File: src/rtl/store_data_gen_pkg.sv
// Shared types and constants for the store data path.
// Optional feature macro: STORE_MISALIGN_SPLIT_EN (split misaligned stores into two beats).
package store_data_gen_pkg;

  localparam int SDG_ADDR_W = 32;

  localparam logic [1:0] SZ_BYTE = 2'b00;
  localparam logic [1:0] SZ_HALF = 2'b01;
  localparam logic [1:0] SZ_WORD = 2'b10;

  localparam logic [3:0] MASK_BYTE = 4'h1;
  localparam logic [3:0] MASK_HALF = 4'h3;
  localparam logic [3:0] MASK_WORD = 4'hF;

  typedef enum logic [1:0] {ST_IDLE, ST_ONE, ST_TWO} sdg_state_e;

  typedef struct packed {
    logic [SDG_ADDR_W-1:0] addr;
    logic [31:0]           data;
    logic [3:0]            strb;
  } store_beat_t;

  // Size code 2'b11 behaves as a word store.
  function automatic logic [3:0] size_mask(input logic [1:0] sz);
    case (sz)
      SZ_BYTE: size_mask = MASK_BYTE;
      SZ_HALF: size_mask = MASK_HALF;
      default: size_mask = MASK_WORD;
    endcase
  endfunction

endpackage

File: src/rtl/store_data_gen_if.sv
// Request and write-beat handshake bundle for store_data_gen.
interface store_data_gen_if #(parameter int ADDR_W = 32);
  logic              req_valid;
  logic              req_ready;
  logic [ADDR_W-1:0] req_addr;
  logic [1:0]        req_size;
  logic [31:0]       req_data;
  logic              wr_valid;
  logic              wr_ready;
  logic [ADDR_W-1:0] wr_addr;
  logic [31:0]       wr_data;
  logic [3:0]        wr_strb;
  logic              misalign_err;

  modport master (
    output req_valid, req_addr, req_size, req_data, wr_ready,
    input  req_ready, wr_valid, wr_addr, wr_data, wr_strb, misalign_err
  );

  modport slave (
    input  req_valid, req_addr, req_size, req_data, wr_ready,
    output req_ready, wr_valid, wr_addr, wr_data, wr_strb, misalign_err
  );
endinterface

File: src/rtl/store_data_gen_lane_align.sv
// store_lane_align: places right-justified store data onto byte lanes of a
// two-word window. Purely combinational so a merge buffer can reuse it.
module store_lane_align
  import store_data_gen_pkg::*;
(
  input  logic [1:0]  i_off,
  input  logic [1:0]  i_size,
  input  logic [31:0] i_data,
  output logic [63:0] o_data64,
  output logic [7:0]  o_strb64
);

  logic [3:0]  w_mask;
  logic [31:0] w_masked;

  // Expand the byte mask to a bit mask so bytes above the size are cleared.
  always_comb begin
    w_mask   = size_mask(i_size);
    w_masked = '0;
    for (int b = 0; b < 4; b++)
      w_masked[8*b +: 8] = w_mask[b] ? i_data[8*b +: 8] : 8'h00;
  end

  assign o_data64 = {32'h0, w_masked} << {i_off, 3'b000};
  assign o_strb64 = {4'h0, w_mask} << i_off;

endmodule

File: src/rtl/store_data_gen.sv
// store_data_gen: turns a store request into a registered, word-aligned write
// beat with byte strobes. Define STORE_MISALIGN_SPLIT_EN to split stores that
// cross a word into two beats; otherwise such stores are dropped and flagged.
module store_data_gen
  import store_data_gen_pkg::*;
#(
  parameter int ADDR_W = SDG_ADDR_W
) (
  input logic            clk,
  input logic            rst,
  store_data_gen_if.slave bus
);

  logic [63:0]       w_data64;
  logic [7:0]        w_strb64;
  logic [ADDR_W-1:0] w_lo_addr;
  store_beat_t       w_lo_beat;
  logic              w_mis;
  logic              w_wr_valid;
  logic              w_pending;
  logic              w_req_ready;
  logic              w_accept;
  logic              w_ld_lo;

  sdg_state_e        r_state;
  sdg_state_e        w_nxt;
  store_beat_t       r_out;

  store_lane_align u_align (
    .i_off    (bus.req_addr[1:0]),
    .i_size   (bus.req_size),
    .i_data   (bus.req_data),
    .o_data64 (w_data64),
    .o_strb64 (w_strb64)
  );

  assign w_lo_addr = {bus.req_addr[ADDR_W-1:2], 2'b00};
  assign w_lo_beat = '{addr: w_lo_addr, data: w_data64[31:0], strb: w_strb64[3:0]};
  assign w_mis     = |w_strb64[7:4];

  assign w_wr_valid  = (r_state != ST_IDLE);
  assign w_req_ready = ~w_pending & (~w_wr_valid | bus.wr_ready);
  assign w_accept    = bus.req_valid & w_req_ready;

  assign bus.req_ready = w_req_ready;
  assign bus.wr_valid  = w_wr_valid;
  assign bus.wr_addr   = r_out.addr;
  assign bus.wr_data   = r_out.data;
  assign bus.wr_strb   = r_out.strb;

`ifdef STORE_MISALIGN_SPLIT_EN
  store_beat_t r_pend;
  store_beat_t w_hi_beat;
  logic        w_ld_pend;
  logic        w_ld_hi;

  // High beat lands in the next word; the address wraps at the top of memory.
  assign w_hi_beat = '{addr: w_lo_addr + {{(ADDR_W-3){1'b0}}, 3'b100},
                       data: w_data64[63:32], strb: w_strb64[7:4]};
  assign w_pending = (r_state == ST_TWO);
  assign bus.misalign_err = 1'b0;

  // Next-state and load selects for the split-capable handshake FSM.
  always_comb begin
    w_nxt     = r_state;
    w_ld_lo   = 1'b0;
    w_ld_pend = 1'b0;
    w_ld_hi   = 1'b0;
    case (r_state)
      ST_TWO: begin
        if (bus.wr_ready) begin
          w_nxt   = ST_ONE;
          w_ld_hi = 1'b1;
        end
      end
      default: begin
        if (w_accept && !w_mis) begin
          w_nxt   = ST_ONE;
          w_ld_lo = 1'b1;
        end else if (w_accept && w_mis) begin
          w_nxt     = ST_TWO;
          w_ld_lo   = 1'b1;
          w_ld_pend = 1'b1;
        end else if (r_state == ST_ONE && bus.wr_ready) begin
          w_nxt = ST_IDLE;
        end
      end
    endcase
  end

  // State, output beat and pending high beat; reset drops anything in flight.
  always_ff @(posedge clk) begin
    if (rst) begin
      r_state <= ST_IDLE;
      r_out   <= '0;
      r_pend  <= '0;
    end else begin
      r_state <= w_nxt;
      if (w_ld_lo)      r_out <= w_lo_beat;
      else if (w_ld_hi) r_out <= r_pend;
      if (w_ld_pend)    r_pend <= w_hi_beat;
    end
  end
`else
  logic        r_err;
  logic [31:0] w_unused_hi;

  assign w_unused_hi      = w_data64[63:32];
  assign w_pending        = 1'b0;
  assign bus.misalign_err = r_err;

  // Next-state and load select; a misaligned accept leaves the beat path alone.
  always_comb begin
    w_nxt   = r_state;
    w_ld_lo = 1'b0;
    if (w_accept && !w_mis) begin
      w_nxt   = ST_ONE;
      w_ld_lo = 1'b1;
    end else if (r_state == ST_ONE && bus.wr_ready) begin
      w_nxt = ST_IDLE;
    end
  end

  // State, output beat and one-cycle misalignment pulse.
  always_ff @(posedge clk) begin
    if (rst) begin
      r_state <= ST_IDLE;
      r_out   <= '0;
      r_err   <= 1'b0;
    end else begin
      r_state <= w_nxt;
      r_err   <= w_accept & w_mis;
      if (w_ld_lo) r_out <= w_lo_beat;
    end
  end
`endif

endmodule
File: src/flat_wrapper.sv
// flat-port wrapper written by rule: the top's interface ports become plain ports
module store_data_gen_flat import store_data_gen_pkg::*;
#(
  parameter int ADDR_W = SDG_ADDR_W
)
  (clk, rst, bus_req_valid, bus_req_addr, bus_req_size, bus_req_data, bus_wr_ready, bus_req_ready, bus_wr_valid, bus_wr_addr, bus_wr_data, bus_wr_strb, bus_misalign_err);
  store_data_gen_if #(.ADDR_W(ADDR_W)) bus_i ();
  input logic clk;
  input logic rst;
  input wire logic [$bits(bus_i.req_valid)-1:0] bus_req_valid;
  input wire logic [$bits(bus_i.req_addr)-1:0] bus_req_addr;
  input wire logic [$bits(bus_i.req_size)-1:0] bus_req_size;
  input wire logic [$bits(bus_i.req_data)-1:0] bus_req_data;
  input wire logic [$bits(bus_i.wr_ready)-1:0] bus_wr_ready;
  output wire logic [$bits(bus_i.req_ready)-1:0] bus_req_ready;
  output wire logic [$bits(bus_i.wr_valid)-1:0] bus_wr_valid;
  output wire logic [$bits(bus_i.wr_addr)-1:0] bus_wr_addr;
  output wire logic [$bits(bus_i.wr_data)-1:0] bus_wr_data;
  output wire logic [$bits(bus_i.wr_strb)-1:0] bus_wr_strb;
  output wire logic [$bits(bus_i.misalign_err)-1:0] bus_misalign_err;
  assign bus_i.req_valid = bus_req_valid;
  assign bus_i.req_addr = bus_req_addr;
  assign bus_i.req_size = bus_req_size;
  assign bus_i.req_data = bus_req_data;
  assign bus_i.wr_ready = bus_wr_ready;
  assign bus_req_ready = bus_i.req_ready;
  assign bus_wr_valid = bus_i.wr_valid;
  assign bus_wr_addr = bus_i.wr_addr;
  assign bus_wr_data = bus_i.wr_data;
  assign bus_wr_strb = bus_i.wr_strb;
  assign bus_misalign_err = bus_i.misalign_err;
  store_data_gen #(.ADDR_W(ADDR_W)) u_core (.clk(clk), .rst(rst), .bus(bus_i));
endmodule
File: config.mk
export PLATFORM = sky130hd
export DESIGN_NAME = store_data_gen_flat
export DESIGN_NICKNAME = d
export VERILOG_FILES = /design/src/rtl/store_data_gen_pkg.sv /design/src/rtl/store_data_gen_if.sv /design/src/rtl/store_data_gen_lane_align.sv /design/src/rtl/store_data_gen.sv /design/src/flat_wrapper.sv
export SDC_FILE = /design/constraint.sdc
export NUM_CORES = 1
export LEC_CHECK = 0
export ABC_AREA = 1
export CAP_MARGIN = 25
export CORE_ASPECT_RATIO = 0.6
export CORE_MARGIN = 1.5
export CORE_UTILIZATION = 38
export CTS_CLUSTER_DIAMETER = 30
export DETAILED_ROUTE_END_ITERATION = 7
export PLACE_DENSITY = 0.75
export SYNTH_ARGS = -nofsm -noshare
export SYNTH_HDL_FRONTEND = slang
export SYNTH_SLANG_ARGS = --single-unit
File: constraint.sdc
create_clock -name clk -period 1.2 [get_ports clk]
set_input_delay 0.18 -clock clk [delete_from_list [all_inputs] [get_ports clk]]
set_output_delay 0.18 -clock clk [all_outputs]
set_load 0.005 [all_outputs]
## Yosys cells after proc, flatten, opt, wreduce, memory -nomap -nowiden

Index checks and enable logic that the tools add are counted.

- Equal/unequal tests: 1
- Shift-type cells: 2
- Multiplexer cells: 8
- Bitwise logic cells: 4
- Reduce and logical (&&, ||, !) cells: 6

Operators by type and width:

| cell | number |
|---|---|
| 2-to-1 mux 8 bit | 4 |
| << shifter 32 x 5 -> 32 bit | 1 |
| one-hot mux 4 bit (2 select lines) | 1 |
| << shifter 4 x 2 -> 8 bit | 1 |
| OR reduction 4 bit | 1 |
| 2-to-1 mux 1 bit | 3 |
| bitwise AND 1 bit | 2 |
| equality test 2 x 1 -> 1 bit (second input constant) | 1 |
| logical AND 1 bit | 2 |
| logical NOT 2 bit | 1 |
| nonzero test 2 bit | 1 |
| logical NOT 1 bit | 1 |
| NOT 1 bit | 1 |
| OR 1 bit | 1 |

- Register bits: 68
- Input port bits: 70
- Output and inout port bits: 71
- Word-level logic and storage cells: 26

## Logic depth before layout (Yosys ltp)

Gate-level depths: netlist of the first run.

- Word-level depth: 7
- Depth in mapped cells: 9
- Depth with buffers taken out: 8

## By module

Synthesis of the first run repeated with hierarchy kept, for this count alone.

- Cells, all modules: 681
- Area, all modules: 4012.6 um^2

By module, submodules not included:

| module | times used | cells an instance | area each (um^2) | seq. area each (um^2) |
|---|---|---|---|---|
| store_data_gen | 1 | 444 | 2954.1 | 1361.3 |
| store_lane_align | 1 | 237 | 1058.5 | 0.0 |

## Least setup slack after synthesis of the first run

OpenSTA, ideal clock, no wires.

- Kind: reg2reg
- Start: register u_core.r_state[0]
- End: register u_core.r_out, in the netlist u_core.bus.wr_data[16]
- Library setup time: 0.132 ns
- Arrival: 1.126 ns
- Required time: 1.068 ns
- Slack: -0.059 ns
- Stages on the path, launching flop included: 6
- Path buffers: 1
- Period minus slack after synthesis: 1.259 ns
- Path through: dfxtp_1 > a21boi_1 > clkbuf_1 > nand3_1 > nand2_1 > a21oi_1

- Cells in the longest elaborated chain, start to end: 5

Ends and longest elaborated chain:

| item | line | text |
|---|---|---|
| from (decl) | store_data_gen.sv:25 | `sdg_state_e r_state;` |
| from (signal assigned) | store_data_gen.sv:131 | `r_state <= w_nxt;` |
| NOT 1 bit | store_data_gen.sv:42 | `assign w_req_ready = ~w_pending & (~w_wr_valid \| bus.wr_ready);` |
| OR 1 bit | store_data_gen.sv:42 |  |
| bitwise AND 1 bit | store_data_gen.sv:43 | `assign w_accept = bus.req_valid & w_req_ready;` |
| logical AND 1 bit | store_data_gen.sv:116 | `if (w_accept && !w_mis) begin` |
| 2-to-1 mux 1 bit | store_data_gen.sv:116 |  |
| to (signal assigned) | store_data_gen.sv:133 | `if (w_ld_lo) r_out <= w_lo_beat;` |
| to (decl) | store_data_gen.sv:27 | `store_beat_t r_out;` |

No other way between the ends.
A chain may end at the register's enable or synchronous reset.

## Final worst setup path of the first run

- Start: register u_core.r_state[0]
- End: register u_core.r_out, in the netlist u_core.bus.wr_data[0]

The elaborated chain is that of the path after synthesis.

==> impl_metrics.toml, run 1 <==
[run_status]
status = "finished, violations left"
violations = "setup timing"

[sta]
slew_violations = 0
rsz0062_at_grt = "yes"
period_share = 1.06
timing.hold.ws_ns = 0.387
setup_violations = 50
setup_ws_ns = -0.0718
skew_ns = 0.00490
hold_violations = 0
clock.fmax_mhz = 786
fin_crit_ns = 1.27

[logic_synthesis]
synth_most_common_cell = "nor2_1"
netlist_area_um2 = 3160
synthCells = 489
synth_area_leaders = "dfxtp_1, nor2_1, nand2_1, o21ai_0, nand3_1"
syn-mean-instance-area_um2 = 6.46
ys_top_cells_by_count = "nor2_1, nand2_1, dfxtp_1, o21ai_0, inv_1"
synth_top_area_frac = 0.431
ys_ff_latch = 68
synth_warnings = 0
synthDistinctLibCells = 23
async_flop_share = 0
synth_edf_count = 0
ys_seq_area_frac = 0.431
synth_flop_cell = "dfxtp_1"
synth_top_area_cell = "dfxtp_1"

[run]
drv_cap = 0

[layout]
final_core_util = 0.690
area_growth_pct = 74.4
design_area_um2 = 5510
drive_gt1_frac = 0.205
stdcell_count = 757
antenna_cells = 0
num-fill-cells = 678
nNetsFinal = 716

[die]
die-area_um2 = 8880
dieHeight_um = 73.6
start_util = 0.396
num_io_pins = 141
core_area_um2 = 7980
die_width_um = 121
num_rows = 25

[clock_network]
root_buffer = "clkbuf_16"
clk_pin_slew_worst_paths_ns = 0.05
clk_path_buf_depth = 2
cts_num_sinks = 68
cts_tree = "built"
h-tree-depth = 3
cts_made_buffers = 9
clock_latency_ns = 0.33

[power_and_ir_drop]
leakage_nw = 2.58
vdd_drop_max_v = 0.000695
power_density_nw_per_um2 = 1170

[worst_hold_path]
min_path_type = "input pin to register"

[placed_design]
place_area_um2 = 4790
dpl.hpwl_um = 7620
place_ws_ns = -0.479
place.gp.congestion = 0.931
post-place-cells = 731
portBuffers = 138

[setup_path]
crit_fanout = 18
critPathRequiredTime_ns = 1.46
worstSetupPathType = "register to register"
crit_path_start_kind = "register"
cp.arrival_ns = 1.53
worstSetupEndpointType = "register"

[global_route]
grt_overflow = 0
antenna_found_initial = 0
grt_pass1_vias = 3512
grt.total_usage = 0.257
grt_max_degree = 36
grt_pass1_wl_um = 17500

[detailed_routing]
vias = 3822
post-route-drc-count = 0
routed_wl_um = 11600
firstDrtPassIters = 6
antenna_left = 0
drt_iter0_markers = 336
vias_per_cell = 5.05
wl_per_cell_um = 15.3
registers in the layout, summed over array words and instances, names as in the netlist:
signal                   cells
u_core.bus.wr_addr          30
u_core.bus.misalign_err      1
u_core.r_state               1
u_core.bus.wr_strb           4
u_core.bus.wr_data          32
per-layer routing:
metal / track usage / up-vias / part of all wire
met3: 0.0862 / 22 / 0.11
met4: 0.0758 / 0 / 0.014
met2: 0.400 / 201 / 0.44
met5: 0 / - / 0
met1: 0.342 / 1747 / 0.44
li1: - / 1852 / -
cells by family (layout without fill, tap and decap cells):
group | count (synthesis) | after routing | synth area share
other | 1 | 2 | 0.00119
and+or+nand+nor | 289 | 289 | 0.366
DFF | 68 | 68 | 0.431
AOI/OAI and AO/OA | 70 | 70 | 0.115
buffers and inverters | 61 | 220 | 0.0864
through the flow:
step | TNS [ns] | total power [mW]
3_5_place_dp | -28.79 | 3.94
5_1_grt | -5.26 | 6.75
6_report | -1.84 | 6.45
4_1_cts | -0.308 | 6.34
2_1_floorplan | 0 | 3.15
3_3_place_gp | -26.30 | 3.91
where the power goes:
| part | total (mW) | internal [mW] | switching (mW) |
|---|---|---|---|
| Combinational | 1.61 | 0.816 | 0.793 |
| Clock | 2.30 | 1.42 | 0.887 |
| Sequential | 2.54 | 2.44 | 0.0996 |
critical path, stage by stage, from the launching register on:
cell      delay, ns
dfxtp_2        0.33
a21boi_4       0.20
nand2_4        0.15
inv_12         0.15
buf_16         0.17
nand2_1        0.07
a21oi_2        0.13
worst paths after layout:
check,slack (ns),cells after the start,end,start
worst min-delay path,0.39,5,u_core.r_state[0],bus_wr_ready
worst min register to register,0.46,2,u_core.bus.wr_data[6],u_core.bus.wr_data[6]
worst max-delay path,-0.07,6,u_core.bus.wr_data[0],u_core.r_state[0]
worst max register to register,-0.07,6,u_core.bus.wr_data[0],u_core.r_state[0]
layout make-up:
type / instances / area [um^2] / area share
Timing Repair inverter: 1 / 11.3 / 0.00204
Clock buffer: 11 / 243 / 0.0441
Inverter: 27 / 114 / 0.0207
Timing Repair Buffer: 178 / 1810 / 0.329
Multi-Input combinational cell: 361 / 1790 / 0.326
Sequential cell: 68 / 1380 / 0.251
Tap cell: 108 / 135 / 0.0245
Clock inverter: 3 / 15.0 / 0.00273
placed cells by master (no fill, tap or decap), types with 11 or more instances in the layout:
cell and instances:
a21oi_1 19, o21ai_0 11, dfxtp_1 55, nor2_1 104
nor2_2 11, nand3_1 22, nor2_4 13, dfxtp_2 12
o21ai_1 24, nand2_1 102, inv_1 22, nand2_2 14
clkdlybuf4s50_1 63, buf_4 19, dlygate4sd2_1 73
what timing repair did:
| item | in CTS | in global routing |
|---|---|---|
| hold buffers | 0 | 0 |
| cloned | 5 | 2 |
| setup buffers | 5 | 0 |
| pin swaps | 16 | 30 |
| setup endpoints to repair | 134 | 66 |
| resized for setup | 156 | 62 |
Power figures use the tool's default switching activity.
==> inputs of run 2 (changes only) <==
CORE_UTILIZATION = 40   (was 38)
GPL_ROUTABILITY_DRIVEN = 0   (was not set)
clock period = 1.6 ns   (was 1.2 ns; I/O delays follow)
==> run 2 against run 1 <==
Against the previous run: the run now ends clean; critical path depth is 2 lower; non-clock buffer count is 14 lower; die area is 4.8% lower; cell area is 8.2% lower; power is 24% lower; global-route usage is 0.40 points lower.
==> impl_metrics.toml, run 2 (synthesized netlist as in run 1, its figures left out) <==
[run_status]
status = "finished clean"

[setup_path]
critPathRequiredTime_ns = 1.36
crit_fanout = 2
worstSetupEndpointType = "primary output"
r2r_end = "u_core.bus.wr_data[22]"
reg2reg_slack_ns = 0.27
r2r_start = "u_core.r_state[0]"
worstSetupPathType = "input pin to primary output"
rr_worst_depth = 8
crit_path_start_kind = "input pin"
cp.arrival_ns = 1.32

[placed_design]
portBuffers = 138
dpl.hpwl_um = 7820
post-place-cells = 724

[die]
start_util = 0.424
die-area_um2 = 8450
num_rows = 24
num_io_pins = 141
die_width_um = 118
core_area_um2 = 7450
dieHeight_um = 71.8

[power_and_ir_drop]
power_density_nw_per_um2 = 975
vdd_drop_max_v = 0.000575
power_mw = 4.93
leakage_nw = 2.14

[global_route]
antenna_found_initial = 0
grt.total_usage = 0.253
grt_overflow = 0
grt_max_degree = 36
grt_pass1_wl_um = 16600
grt_pass1_vias = 3321

[clock_network]
cts_made_buffers = 9
clock_latency_ns = 0.33
clk_path_buf_depth = 2
root_buffer = "clkbuf_16"
cts_num_sinks = 68
cts_setup_buffers = 0
clk_pin_slew_worst_paths_ns = 0.05
h-tree-depth = 3
cts_tree = "built"

[detailed_routing]
post-route-drc-count = 0
vias_per_cell = 4.95
wl_per_cell_um = 13.9
firstDrtPassIters = 5
routed_wl_um = 10300
antenna_left = 0
vias = 3665
drt_iter0_markers = 243

[layout]
layout_common_cells = "clkdlybuf4s50_1, nor2_1, nand2_1, dfxtp_1, o21ai_0"
antenna_cells = 0
final-seq-area_um2 = 1360
largest_reg_flops = 32
area_growth_pct = 60.1
nNetsFinal = 701
num-fill-cells = 670
multi_input_area_um2 = 1530
final_core_util = 0.679
drive_gt1_frac = 0.0770
stdcell_count = 740
mostFrequentLayoutCell = "clkdlybuf4s50_1"

[sta]
setup_violations = 0
worst_slew_pin_slew_ns = 0.537
clock.fmax_mhz = 640
rsz0062_at_grt = "no"
relSlewSlack = 0.641
skew_ns = 0.00606
period_share = 0.977
fin_crit_ns = 1.56
timing.hold.ws_ns = 0.469
slew_violations = 0
hold_violations = 0

[worst_hold_path]
min_path_type = "register to register"
min_from = "u_core.bus.wr_data[0]"
whs_endpoint = "u_core.bus.wr_data[0]"
hold_depth = 2

[run]
drv_cap = 0
## run 2: routing by layer
layer	up-vias	GRT usage	wire (um)
met2	178	0.366	4190
met1	1650	0.356	4930
li1	1824	-	-
met5	-	0	0
met4	0	0.0786	102
met3	13	0.0868	1080
## run 2: timing repair
| item | in CTS | in global routing |
|---|---|---|
| hold buffers | 0 | 0 |
| gates resized for setup | 0 | 1 |
| endpoints found under the setup margin | 0 | 1 |
## run 2: final cells by class
class | instances | share of cell area
repair buffers | 164 | 0.322
multi-input cells | 361 | 0.302
flip-flops and latches | 68 | 0.269
clock buffers | 12 | 0.0507
inverters | 27 | 0.0205
well taps | 104 | 0.0257
clock inverters | 4 | 0.00941
## run 2: worst max path at each step
stage / from / to / slack (ns)
2_1_floorplan: u_core.r_state[0] / u_core.bus.wr_data[16] / 0.34
3_3_place_gp: bus_req_addr[0] / u_core.bus.wr_data[23] / -0.12
3_5_place_dp: bus_req_addr[0] / u_core.bus.wr_data[20] / -0.21
4_1_cts: bus_wr_ready / bus_req_ready / 0.03
5_1_grt: bus_wr_ready / bus_req_ready / 0.01
6_report: bus_wr_ready / bus_req_ready / 0.04
## run 2: power breakdown
group	total (mW)	leakage (nW)	switching [mW]	internal (mW)
logic	1.03	1.43	0.471	0.563
clock network	2.00	0.149	0.711	1.29
registers	1.90	0.559	0.0752	1.82
## run 2: critical path, stage by stage
cell             delay (ns)
clkdlybuf4s50_1        0.46
inv_1                  0.05
nand2_1                0.07
clkdlybuf4s50_1        0.50
## run 2: stage by stage
stage               setup TNS, ns  setup WS, ns  cell area, um^2
floorplan                       0         0.341             3160
global placement            -4.76        -0.120             4750
detailed placement          -8.04        -0.207             4750
CTS                             0        0.0296             5050
global route                    0        0.0136             5050
finish                          0        0.0366             5050
